**config.mk**
```make
export PLATFORM = sky130hd
export DESIGN_NAME = dump_serializer_flat
export DESIGN_NICKNAME = d
export VERILOG_FILES = /design/src/rtl/dump_pkg.sv /design/src/rtl/dump_serializer_if.sv /design/src/rtl/byte_serializer.sv /design/src/rtl/dump_serializer.sv /design/src/flat_wrapper.sv
export SDC_FILE = /design/constraint.sdc
export NUM_CORES = 1
export LEC_CHECK = 0
export CELL_PAD_IN_SITES_DETAIL_PLACEMENT = 1
export CELL_PAD_IN_SITES_GLOBAL_PLACEMENT = 2
export CORE_MARGIN = 4
export CORE_UTILIZATION = 33
export CTS_BUF_LIST = sky130_fd_sc_hd__clkbuf_4
export CTS_CLUSTER_DIAMETER = 120
export DETAILED_ROUTE_END_ITERATION = 10
export PLACE_DENSITY = 0.92
export SLEW_MARGIN = 20
export SYNTH_ARGS = -nofsm -noshare
export SYNTH_HDL_FRONTEND = slang
export SYNTH_SLANG_ARGS = --single-unit
```
**constraint.sdc**
```tcl
create_clock -name clk -period 2.9 [get_ports clk]
set_clock_uncertainty 0.2 [all_clocks]
set_input_delay 0.58 -clock clk [delete_from_list [all_inputs] [get_ports clk]]
set_output_delay 0.58 -clock clk [all_outputs]
set_load 0.1 [all_outputs]
```
**src/rtl/dump_pkg.sv**
```systemverilog
// Shared state type and stream constants for dump_serializer.
// DUMP_HEADER_EN adds the HDR state used by the optional 3-byte header.
package dump_pkg;

   typedef enum logic [2:0] {
      ST_IDLE,
`ifdef DUMP_HEADER_EN
      ST_HDR,
`endif
      ST_RD,
      ST_WAIT,
      ST_SHIFT,
      ST_SENT
   } state_t;

   localparam logic [31:0] SENTINEL       = 32'hDEAD_BEEF;
   localparam logic [7:0]  HDR_MAGIC      = 8'hA5;
   localparam int          SENTINEL_BYTES = 4;
   localparam int          HDR_BYTES      = 3;

   // The shared shift register must also fit the 4-byte sentinel.
   function automatic int shift_width(input int word_width);
      return (word_width > SENTINEL_BYTES * 8) ? word_width : SENTINEL_BYTES * 8;
   endfunction

endpackage

```
**src/rtl/dump_serializer_if.sv**
```systemverilog
// Byte-wide AXI-Stream link from dump_serializer toward the UART TX stage.
// A byte transfers on a rising edge where tvalid & tready; once tvalid is high,
// tdata/tlast hold and tvalid stays high until that transfer.
interface dump_serializer_if;
   logic [7:0] tdata;
   logic       tvalid;
   logic       tready;
   logic       tlast;

   modport master (output tdata, output tvalid, output tlast, input tready);
   modport slave  (input tdata, input tvalid, input tlast, output tready);
endinterface

```
**src/rtl/byte_serializer.sv**
```systemverilog
// Left-justified shift register emitting load_bytes bytes MSB first on a
// registered valid/data/last stream; done pulses on the final byte's handshake.
module byte_serializer
   import dump_pkg::*;
#(
   parameter int SHIFT_W = 64,
   localparam int CNT_W  = $clog2(SHIFT_W / 8 + 1)
) (
   input  logic               clk,
   input  logic               rst_n,
   input  logic               load,
   input  logic [SHIFT_W-1:0] load_data,
   input  logic [CNT_W-1:0]   load_bytes,
   input  logic               load_last,
   input  logic               tready,
   output logic [7:0]         tdata,
   output logic               tvalid,
   output logic               tlast,
   output logic               done
);
   localparam logic [CNT_W-1:0] ONE = CNT_W'(1);
   localparam logic [CNT_W-1:0] TWO = CNT_W'(2);

   logic [SHIFT_W-1:0] shift_q;
   logic [CNT_W-1:0]   cnt_q;
   logic [CNT_W-1:0]   nbytes_q;
   logic               last_q;
   logic               tvalid_q;
   logic               tlast_q;
   logic               hs;

   assign hs     = tvalid_q & tready;
   assign done   = hs && (cnt_q == (nbytes_q - ONE));
   assign tdata  = shift_q[SHIFT_W-1 -: 8];
   assign tvalid = tvalid_q;
   assign tlast  = tlast_q;

   // A load in the same cycle as done chains the next segment with no bubble.
   always_ff @(posedge clk or negedge rst_n) begin
      if (!rst_n) begin
         shift_q  <= '0;
         cnt_q    <= '0;
         nbytes_q <= '0;
         last_q   <= 1'b0;
         tvalid_q <= 1'b0;
         tlast_q  <= 1'b0;
      end else if (load) begin
         shift_q  <= load_data;
         cnt_q    <= '0;
         nbytes_q <= load_bytes;
         last_q   <= load_last;
         tvalid_q <= 1'b1;
         tlast_q  <= load_last && (load_bytes == ONE);
      end else if (hs) begin
         shift_q <= shift_q << 8;
         cnt_q   <= cnt_q + ONE;
         if (done) begin
            tvalid_q <= 1'b0;
            tlast_q  <= 1'b0;
         end else begin
            tlast_q <= last_q && ((cnt_q + TWO) == nbytes_q);
         end
      end
   end

endmodule

```
**src/rtl/dump_serializer.sv**
```systemverilog
// Streams entry_count log words big-endian over AXI-Stream, then DE AD BE EF.
// DUMP_HEADER_EN prepends A5 and the 16-bit word count.
module dump_serializer
   import dump_pkg::*;
#(
   parameter int WORD_WIDTH = 64,
   parameter int ADDR_WIDTH = 8
) (
   input  logic                  clk,
   input  logic                  rst_n,
   input  logic                  start_dump,
   input  logic [ADDR_WIDTH:0]   entry_count,
   output logic                  rd_en,
   output logic [ADDR_WIDTH-1:0] rd_addr,
   input  logic [WORD_WIDTH-1:0] rd_data,
   dump_serializer_if.master     m_axis,
   output logic                  busy,
   output state_t                dbg_state
);
   localparam int SHIFT_W = shift_width(WORD_WIDTH);
   localparam int CNT_W   = $clog2(SHIFT_W / 8 + 1);

   localparam logic [CNT_W-1:0]      WORD_BYTES = CNT_W'(WORD_WIDTH / 8);
   localparam logic [CNT_W-1:0]      SENT_BYTES = CNT_W'(SENTINEL_BYTES);
   localparam logic [SHIFT_W-1:0]    SENT_WORD  = SHIFT_W'(SENTINEL) << (SHIFT_W - SENTINEL_BYTES * 8);
   localparam logic [ADDR_WIDTH:0]   MAX_COUNT  = {1'b1, {ADDR_WIDTH{1'b0}}};
   localparam logic [ADDR_WIDTH:0]   IDX_ONE    = {{ADDR_WIDTH{1'b0}}, 1'b1};

   state_t                state_q, state_d;
   logic [ADDR_WIDTH:0]   count_q, count_d;
   logic [ADDR_WIDTH:0]   idx_q, idx_d;
   logic [ADDR_WIDTH:0]   clamp;

   logic                  load;
   logic [SHIFT_W-1:0]    load_data;
   logic [CNT_W-1:0]      load_bytes;
   logic                  load_last;
   logic                  done;

   assign clamp     = (entry_count > MAX_COUNT) ? MAX_COUNT : entry_count;
   assign rd_en     = (state_q == ST_RD);
   assign rd_addr   = idx_q[ADDR_WIDTH-1:0];
   assign busy      = (state_q != ST_IDLE);
   assign dbg_state = state_q;

   always_ff @(posedge clk or negedge rst_n) begin
      if (!rst_n) begin
         state_q <= ST_IDLE;
         count_q <= '0;
         idx_q   <= '0;
      end else begin
         state_q <= state_d;
         count_q <= count_d;
         idx_q   <= idx_d;
      end
   end

   always_comb begin
      state_d    = state_q;
      count_d    = count_q;
      idx_d      = idx_q;
      load       = 1'b0;
      load_data  = '0;
      load_bytes = '0;
      load_last  = 1'b0;
      case (state_q)
         ST_IDLE: begin
            if (start_dump) begin
               count_d = clamp;
               idx_d   = '0;
`ifdef DUMP_HEADER_EN
               load       = 1'b1;
               load_data  = SHIFT_W'({HDR_MAGIC, 16'(clamp)}) << (SHIFT_W - HDR_BYTES * 8);
               load_bytes = CNT_W'(HDR_BYTES);
               state_d    = ST_HDR;
`else
               if (clamp != '0) begin
                  state_d = ST_RD;
               end else begin
                  load       = 1'b1;
                  load_data  = SENT_WORD;
                  load_bytes = SENT_BYTES;
                  load_last  = 1'b1;
                  state_d    = ST_SENT;
               end
`endif
            end
         end
`ifdef DUMP_HEADER_EN
         ST_HDR: begin
            if (done) begin
               if (count_q != '0) begin
                  state_d = ST_RD;
               end else begin
                  load       = 1'b1;
                  load_data  = SENT_WORD;
                  load_bytes = SENT_BYTES;
                  load_last  = 1'b1;
                  state_d    = ST_SENT;
               end
            end
         end
`endif
         ST_RD: state_d = ST_WAIT;
         ST_WAIT: begin
            load       = 1'b1;
            load_data  = SHIFT_W'(rd_data) << (SHIFT_W - WORD_WIDTH);
            load_bytes = WORD_BYTES;
            state_d    = ST_SHIFT;
         end
         ST_SHIFT: begin
            if (done) begin
               idx_d = idx_q + IDX_ONE;
               // Last word: chain the sentinel straight behind the final byte.
               if ((idx_q + IDX_ONE) == count_q) begin
                  load       = 1'b1;
                  load_data  = SENT_WORD;
                  load_bytes = SENT_BYTES;
                  load_last  = 1'b1;
                  state_d    = ST_SENT;
               end else begin
                  state_d = ST_RD;
               end
            end
         end
         ST_SENT: begin
            if (done) state_d = ST_IDLE;
         end
         default: state_d = ST_IDLE;
      endcase
   end

   byte_serializer #(.SHIFT_W(SHIFT_W)) u_ser (
      .clk        (clk),
      .rst_n      (rst_n),
      .load       (load),
      .load_data  (load_data),
      .load_bytes (load_bytes),
      .load_last  (load_last),
      .tready     (m_axis.tready),
      .tdata      (m_axis.tdata),
      .tvalid     (m_axis.tvalid),
      .tlast      (m_axis.tlast),
      .done       (done)
   );

endmodule

```
**src/flat_wrapper.sv**
```systemverilog
// flat-port wrapper written by rule: the top's interface ports become plain ports
module dump_serializer_flat import dump_pkg::*;
#(
   parameter int WORD_WIDTH = 64,
   parameter int ADDR_WIDTH = 8
)
  (clk, rst_n, start_dump, entry_count, rd_en, rd_addr, rd_data, busy, dbg_state, m_axis_tdata, m_axis_tvalid, m_axis_tlast, m_axis_tready);
  dump_serializer_if m_axis_i ();
  input  logic clk;
  input  logic rst_n;
  input  logic start_dump;
  input  logic [ADDR_WIDTH:0] entry_count;
  output logic rd_en;
  output logic [ADDR_WIDTH-1:0] rd_addr;
  input  logic [WORD_WIDTH-1:0] rd_data;
  output logic busy;
  output state_t dbg_state;
  output wire logic [$bits(m_axis_i.tdata)-1:0] m_axis_tdata;
  output wire logic [$bits(m_axis_i.tvalid)-1:0] m_axis_tvalid;
  output wire logic [$bits(m_axis_i.tlast)-1:0] m_axis_tlast;
  input wire logic [$bits(m_axis_i.tready)-1:0] m_axis_tready;
  assign m_axis_tdata = m_axis_i.tdata;
  assign m_axis_tvalid = m_axis_i.tvalid;
  assign m_axis_tlast = m_axis_i.tlast;
  assign m_axis_i.tready = m_axis_tready;
  dump_serializer #(.WORD_WIDTH(WORD_WIDTH), .ADDR_WIDTH(ADDR_WIDTH)) u_core (.clk(clk), .rst_n(rst_n), .start_dump(start_dump), .entry_count(entry_count), .rd_en(rd_en), .rd_addr(rd_addr), .rd_data(rd_data), .m_axis(m_axis_i), .busy(busy), .dbg_state(dbg_state));
endmodule
```
; ---- Word level (Yosys, flattened, before mapping)
; Cells that the tools add are included.
[op_classes]
addsub = 4
magnitude_cmp = 1
eq_ne = 11
n_mux = 36
bitwise_logic = 1
reduce_logical = 13
[ops]
columns = cell, n
row1 = 64-bit 2-to-1 mux, 6
row2 = 64-bit case mux with 3 select lines, 1
row3 = 9-bit 2-to-1 mux, 3
row4 = 3-bit 2-to-1 mux, 7
row5 = 9-bit case mux with 2 select lines, 1
row6 = 4-bit 2-to-1 mux, 4
row7 = 3-bit case mux with 5 select lines, 1
row8 = 4-bit case mux with 3 select lines, 1
row9 = 1-bit 2-to-1 mux, 10
row10 = "9-bit by 1-bit adder with 9-bit output, second input constant", 1
row11 = 9-bit equality test, 1
row12 = "9-bit > comparator, second input constant", 1
row13 = 9-bit nonzero test, 1
row14 = 4-bit equality test, 2
row15 = "3-bit by 2-bit equality test with 1-bit output, second input constant", 2
row16 = 3-bit AND reduction, 2
row17 = 2-bit nonzero test, 3
row18 = "4-bit by 1-bit adder with 4-bit output, second input constant", 1
row19 = "4-bit by 2-bit adder with 4-bit output, second input constant", 1
row20 = "4-bit by 1-bit equality test with 1-bit output, second input constant", 1
row21 = "2-bit by 1-bit != test with 1-bit output, second input constant", 2
row22 = 2-bit AND reduction, 2
row23 = "4-bit by 1-bit subtractor with 4-bit output, second input constant", 1
row24 = "3-bit by 1-bit equality test with 1-bit output, second input constant", 1
row25 = 8 further kinds, 10
[word_totals]
regBits = 96
in_bits = 77
out_inout_bits = 23
wordCells = 75

; ---- Logic depth before layout (Yosys ltp)
[logic_depth]
word_depth = 9
depth_mapped = 9
mapped_depth_nobuf = 7

; ---- Cells and area by module
; Synthesis repeated with hierarchy kept, for this count alone.
[hier_totals]
hier_cells = 586
hier_area_um2 = 5436.5
[modules_own_cells]
columns = mod, n_inst, cells_per_inst, area_each_um2, seq_area_each_um2
row1 = byte_serializer, 1, 328, 3510.9, 1876.8
row2 = dump_serializer, 1, 258, 1925.6, 525.5

; ---- Worst setup path before layout
; OpenSTA, ideal clock, no wires.
[synth_timing]
kind = flip-flop to output port
start = register u_core.state_q[0], in the netlist u_core.dbg_state[0]
end = output rd_en
t_arrival_ps = 3255
t_required_ps = 2120
setup_slack_ps = -1135
stages_incl_launch_ff = 3
path_buffers = 0
path_cell_list = dfrtp_1 -> inv_1 -> nor3_1
[synth_between]
elab_chain_cells = 1
[synth_lines]
columns = element, line
row1 = "start, declared", dump_serializer.sv:29  ; state_t state_q, state_d;
row2 = "start signal, assigned", dump_serializer.sv:52  ; state_q <= state_d;
row3 = 3-bit by 1-bit equality test with 1-bit output, dump_serializer.sv:41  ; assign rd_en = (state_q == ST_RD);
row4 = "end, declared", flat_wrapper.sv:13  ; output logic rd_en;
; No other way between the ends.

; ---- Worst setup path after layout
[layout_timing]
start = register u_core.idx_q[0]
end = register u_core.u_ser.shift_q[24]
[layout_between]
elab_chain_cells = 6
elab_cells_between_ends = 7
classes_between = 1 x add/sub / 1 x eq/ne / 4 x mux / 1 x reduce/logical
[layout_lines]
columns = element, line
row1 = "start, declared", dump_serializer.sv:31  ; logic [ADDR_WIDTH:0] idx_q, idx_d;
row2 = "start signal, assigned", dump_serializer.sv:54  ; idx_q <= idx_d;
row3 = 9-bit by 1-bit adder with 9-bit output (*), dump_serializer.sv:115  ; if ((idx_q + IDX_ONE) == count_q) begin
row4 = 9-bit equality test (*), dump_serializer.sv:115
row5 = 1-bit 2-to-1 mux (*), dump_serializer.sv:115
row6 = 1-bit 2-to-1 mux (*), dump_serializer.sv:112  ; if (done) begin
row7 = 1-bit case mux with 3 select lines (*), dump_serializer.sv:66  ; case (state_q)
row8 = 64-bit 2-to-1 mux or 2-bit nonzero test (tied branches), -
row9 = "end signal, assigned", byte_serializer.sv:48  ; shift_q <= load_data;
row10 = "end signal, assigned", byte_serializer.sv:55  ; shift_q <= shift_q << 8;
row11 = "end, declared", byte_serializer.sv:24  ; logic [SHIFT_W-1:0] shift_q;
; Mark *: on every way between the ends. The rest lies on a longest branch, timed or not.
; A chain may end at the register's enable or synchronous reset.

==> metrics.md <==
| Metric | Value |
|---|---|
| Max-cap violations | `0` |
| Drt first pass iters | `4` |
| Metal2 WL | `between 6000 and 7000 um` |
| Yosys cell types | `49` |
| Max_slew headroom | `0.3850` |
| Top Ports | `100` |
| RD Place Congestion | `a little over 0.8` |
| Worst path required time | `roughly 3000 ps` |
| FF+latch count, synth | `94` |
| Clk pwr share | `0.158` |
| First-pass GRT wire length | `between 20000 and 25000 um` |
| Final Max Slew Viols | `0` |
| Final setup fails | `0` |
| Final HPWL DP | `approximately 9500 um` |
| Clk buf depth | `2` |
| CORE AREA | `approximately 15000 um^2` |
| # rows | `44` |
| WL met1 | `between 6000 and 7000 um` |
| ANT nets after route | `0` |
| HP Class | `reg -> reg` |
| Synth Flop Type | `dfrtp_1` |
| DRC | `0` |
| Overall global routing resource usage | `0.1624` |
| Initial core utilization | `0.3392` |
| Pin count of the biggest net entering global routing | `62` |
| Antenna violations before repair | `0` |
| Worst Max-Slew Pin Slew | `between 900 and 1000 ps` |
| Initial DRC count | `roughly 260` |
| Number of diodes | `0` |
| Final WL | `about 13000 um` |
| DR WL/cell | `between 15 and 20 um` |
| Startpoint Class | `flip-flop` |
| Die Height | `130.7 um` |
| Lkg Pwr | `just under 3 nW` |
| Ys Warns | `0` |
| RSZ-0062 raised after global routing | `false` |
| Mapped cell area | `4967 um^2` |
| Top Metal Used | `met4` |
| Cell area power density | `between 700 and 800 nW/um^2` |
| TritonCTS clock tree | `done` |
| Vias/cell | `about 5.2` |
| Cts bufs inserted | `9` |
| Layout net count | `between 600 and 700` |
| Post-synth EDFFs | `0` |
| Switch Pwr | `0.001935 W` |
| Part of the cycle the worst path needs | `0.9399` |
| Total number of vias | `roughly 4000` |
| Final Hold Fails | `0` |
| # port buffers | `99` |
| Cell area after layout | `approximately 6200 um^2` |
| Fmax | `~370 MHz` |
| Dpl cell area | `6038 um^2` |
| Crit path kind | `reg -> reg` |
| Comb power frac | `0.431` |
| P_int | `roughly 0.0026 W` |
| Syn Inst Count | `a little over 500` |
| Met3 wire len | `536 um` |
| Clock sink total | `94` |
| Root buf cell | `clkbuf_4` |
| Post-Place Setup Slack | `between 10 and 15 ps` |
| Vias in the first global route | `4242` |
| Grt ovf | `0` |
| Setup TNS | `0 ps` |
| Critical Path Fanout Max | `31` |
| Tmin final | `between 2000 and 3000 ps` |
| Ys async rst share | `1.000` |
| Sequential area share after synthesis | `0.4736` |
| Maximum VDD drop | `about 0.26 mV` |
| Post-CTS sizing | `0` |
| Die ar. | `~17000 um^2` |
| Status | `complete, no violations` |
| Layout area overhead | `25.09%` |
| Layout cells sized above 1 | `0.1184` |
| Clock slew at reported path FFs | `approximately 170 ps` |
| DIE WIDTH | `130.7 um` |
| CP arrival | `~2900 ps` |
| Critical Path End Type | `flip-flop` |
| Clock latency on the worst-skew pair | `about 480 ps` |
| Fin worst setup slack | `174.2 ps` |
| Syn Nets | `592` |
| Sequential Power Share | `0.411` |
| Sw Ratio | `0.4265` |
| H-Tree Depth | `3` |
| Tot Pwr | `between 0.004 and 0.005 W` |
| Syn_area_per_cell | `between 9 and 10 um^2` |
## state kept, by name (all words and copies together), names as in the netlist
register	count
u_core.u_ser.last_q	1
u_core.idx_q	9
u_core.u_ser.tlast	1
u_core.dbg_state	3
u_core.count_q	9
u_core.u_ser.cnt_q	4
u_core.u_ser.tvalid	1
u_core.u_ser.nbytes_q	2
u_core.u_ser.shift_q	64
## per-stage QoR
step                std cells  utilization  hold slack [ps]
finish                    775       0.4243            310.5
global placement          755       0.4123            267.6
CTS                       772       0.4219            315.7
detailed placement        755       0.4123            281.9
floorplan                 511            -            84.41
global route              775       0.4243            328.0
## cell families (layout without fill, tap and decap cells)
group           count (synthesis)  count (layout)  share of synthesized area
buf+inv                        68             148                    0.07456
fa+ha+maj                       4               4                    0.01008
simple gates                  160             160                     0.1537
compound gates                136             136                     0.1929
flops                          94              94                     0.4736
mux                            34              34                    0.06877
xor+xnor                       15              15                    0.02645
## critical path: stages, from the launching register on
cell	delay, ps
dfrtp_1	390
ha_1	280
nand3_4	140
or3_1	430
o311a_1	300
o21a_1	140
o31ai_4	280
buf_12	170
buf_12	190
o31ai_1	100
## cell usage after synthesis (2+ instances only)
library cell | number | area [um^2]
buf_4 | 18 | 135.1
ha_1 | 4 | 50.05
nand3_1 | 32 | 160.2
xnor2_1 | 6 | 52.55
nor4_1 | 3 | 18.77
buf_2 | 2 | 10.01
or3_1 | 3 | 18.77
nand4_1 | 3 | 18.77
nor3_1 | 8 | 40.04
a21oi_1 | 30 | 150.1
nor2_1 | 11 | 41.29
mux2i_1 | 33 | 330.3
o21ai_0 | 19 | 95.09
inv_1 | 9 | 33.78
o21a_1 | 2 | 15.01
nor2b_1 | 4 | 25.02
and2_1 | 2 | 12.51
a22o_1 | 8 | 70.07
buf_1 | 2 | 7.510
clkbuf_1 | 31 | 116.4
a211o_1 | 26 | 227.7
nand2_1 | 74 | 277.8
buf_6 | 6 | 67.56
dfrtp_1 | 94 | 2352
xor2_1 | 9 | 78.83
a21o_1 | 2 | 15.01
nand2b_1 | 10 | 62.56
nand3b_1 | 2 | 15.01
o211ai_1 | 2 | 15.01
o31ai_1 | 37 | 277.8
## cell type report
class	instances	area (um^2)
inverter	9	33.78
sequential	94	2352
clock inverter	7	62.56
multi-input combinational	349	2266
tap	184	230.2
timing repair buffer	123	1201
clock buffer	9	67.56
fill	1692	8431
## worst paths after layout
check                           slack, ps                                    to  depth (start not counted)                       startpoint
min in group asynchronous             440       u_core.dbg_state[1]$_DFFE_PN0P_                          2                            rst_n
worst max register to register        170  u_core.u_ser.shift_q[24]$_DFFE_PN0P_                          9      u_core.idx_q[0]$_DFFE_PN0P_
worst min register to register        310       u_core.u_ser.last_q$_DFFE_PN0N_                          1  u_core.u_ser.last_q$_DFFE_PN0N_
max in group asynchronous            1390  u_core.u_ser.shift_q[37]$_DFFE_PN0P_                          3                            rst_n
worst max-delay path                  170  u_core.u_ser.shift_q[24]$_DFFE_PN0P_                          9      u_core.idx_q[0]$_DFFE_PN0P_
worst min-delay path                  310       u_core.u_ser.last_q$_DFFE_PN0N_                          1  u_core.u_ser.last_q$_DFFE_PN0N_
## power groups by stage
| stage | registers, W | clock network (W) | logic [W] |
|---|---|---|---|
| finish | 0.00186 | 0.000717 | 0.00196 |
| floorplan | 0.00191 | 0 | 0.00143 |
| detailed placement | 0.00190 | 0 | 0.00197 |
| global route | 0.00191 | 0.000799 | 0.00214 |
| global placement | 0.00188 | 0 | 0.00191 |
| CTS | 0.00187 | 0.000744 | 0.00198 |
## layout by cell type (no fill, tap or decap), types with 4 or more instances in the layout
| cell | n |
|---|---|
| clkbuf_4 | 9 |
| xnor2_1 | 6 |
| o31ai_1 | 37 |
| a22o_1 | 8 |
| nand3_1 | 32 |
| clkdlybuf4s50_1 | 75 |
| mux2i_1 | 33 |
| xor2_1 | 9 |
| nor2b_1 | 4 |
| o21ai_0 | 19 |
| nand2b_1 | 10 |
| dfrtp_1 | 94 |
| ha_1 | 4 |
| nor2_1 | 11 |
| buf_4 | 40 |
| nand2_1 | 73 |
| buf_12 | 7 |
| a21oi_1 | 30 |
| a211o_1 | 26 |
| inv_1 | 9 |
| nor3_1 | 7 |
## metal layers
metal | track usage | up-vias
met5 | 0 | -
met4 | 0.04537 | 0
met3 | 0.03333 | 12
met2 | 0.2648 | 87
met1 | 0.2204 | 2000
li1 | - | 1969
## timing repair
item / 4_1_cts / 5_1_grt
hold endpoints to repair: 44 / 0
setup buffers: 0 / 3
hold buffers: 1 / 0
setup endpoints to repair: 0 / 57
No activity file was read; power rests on OpenSTA's default activity.
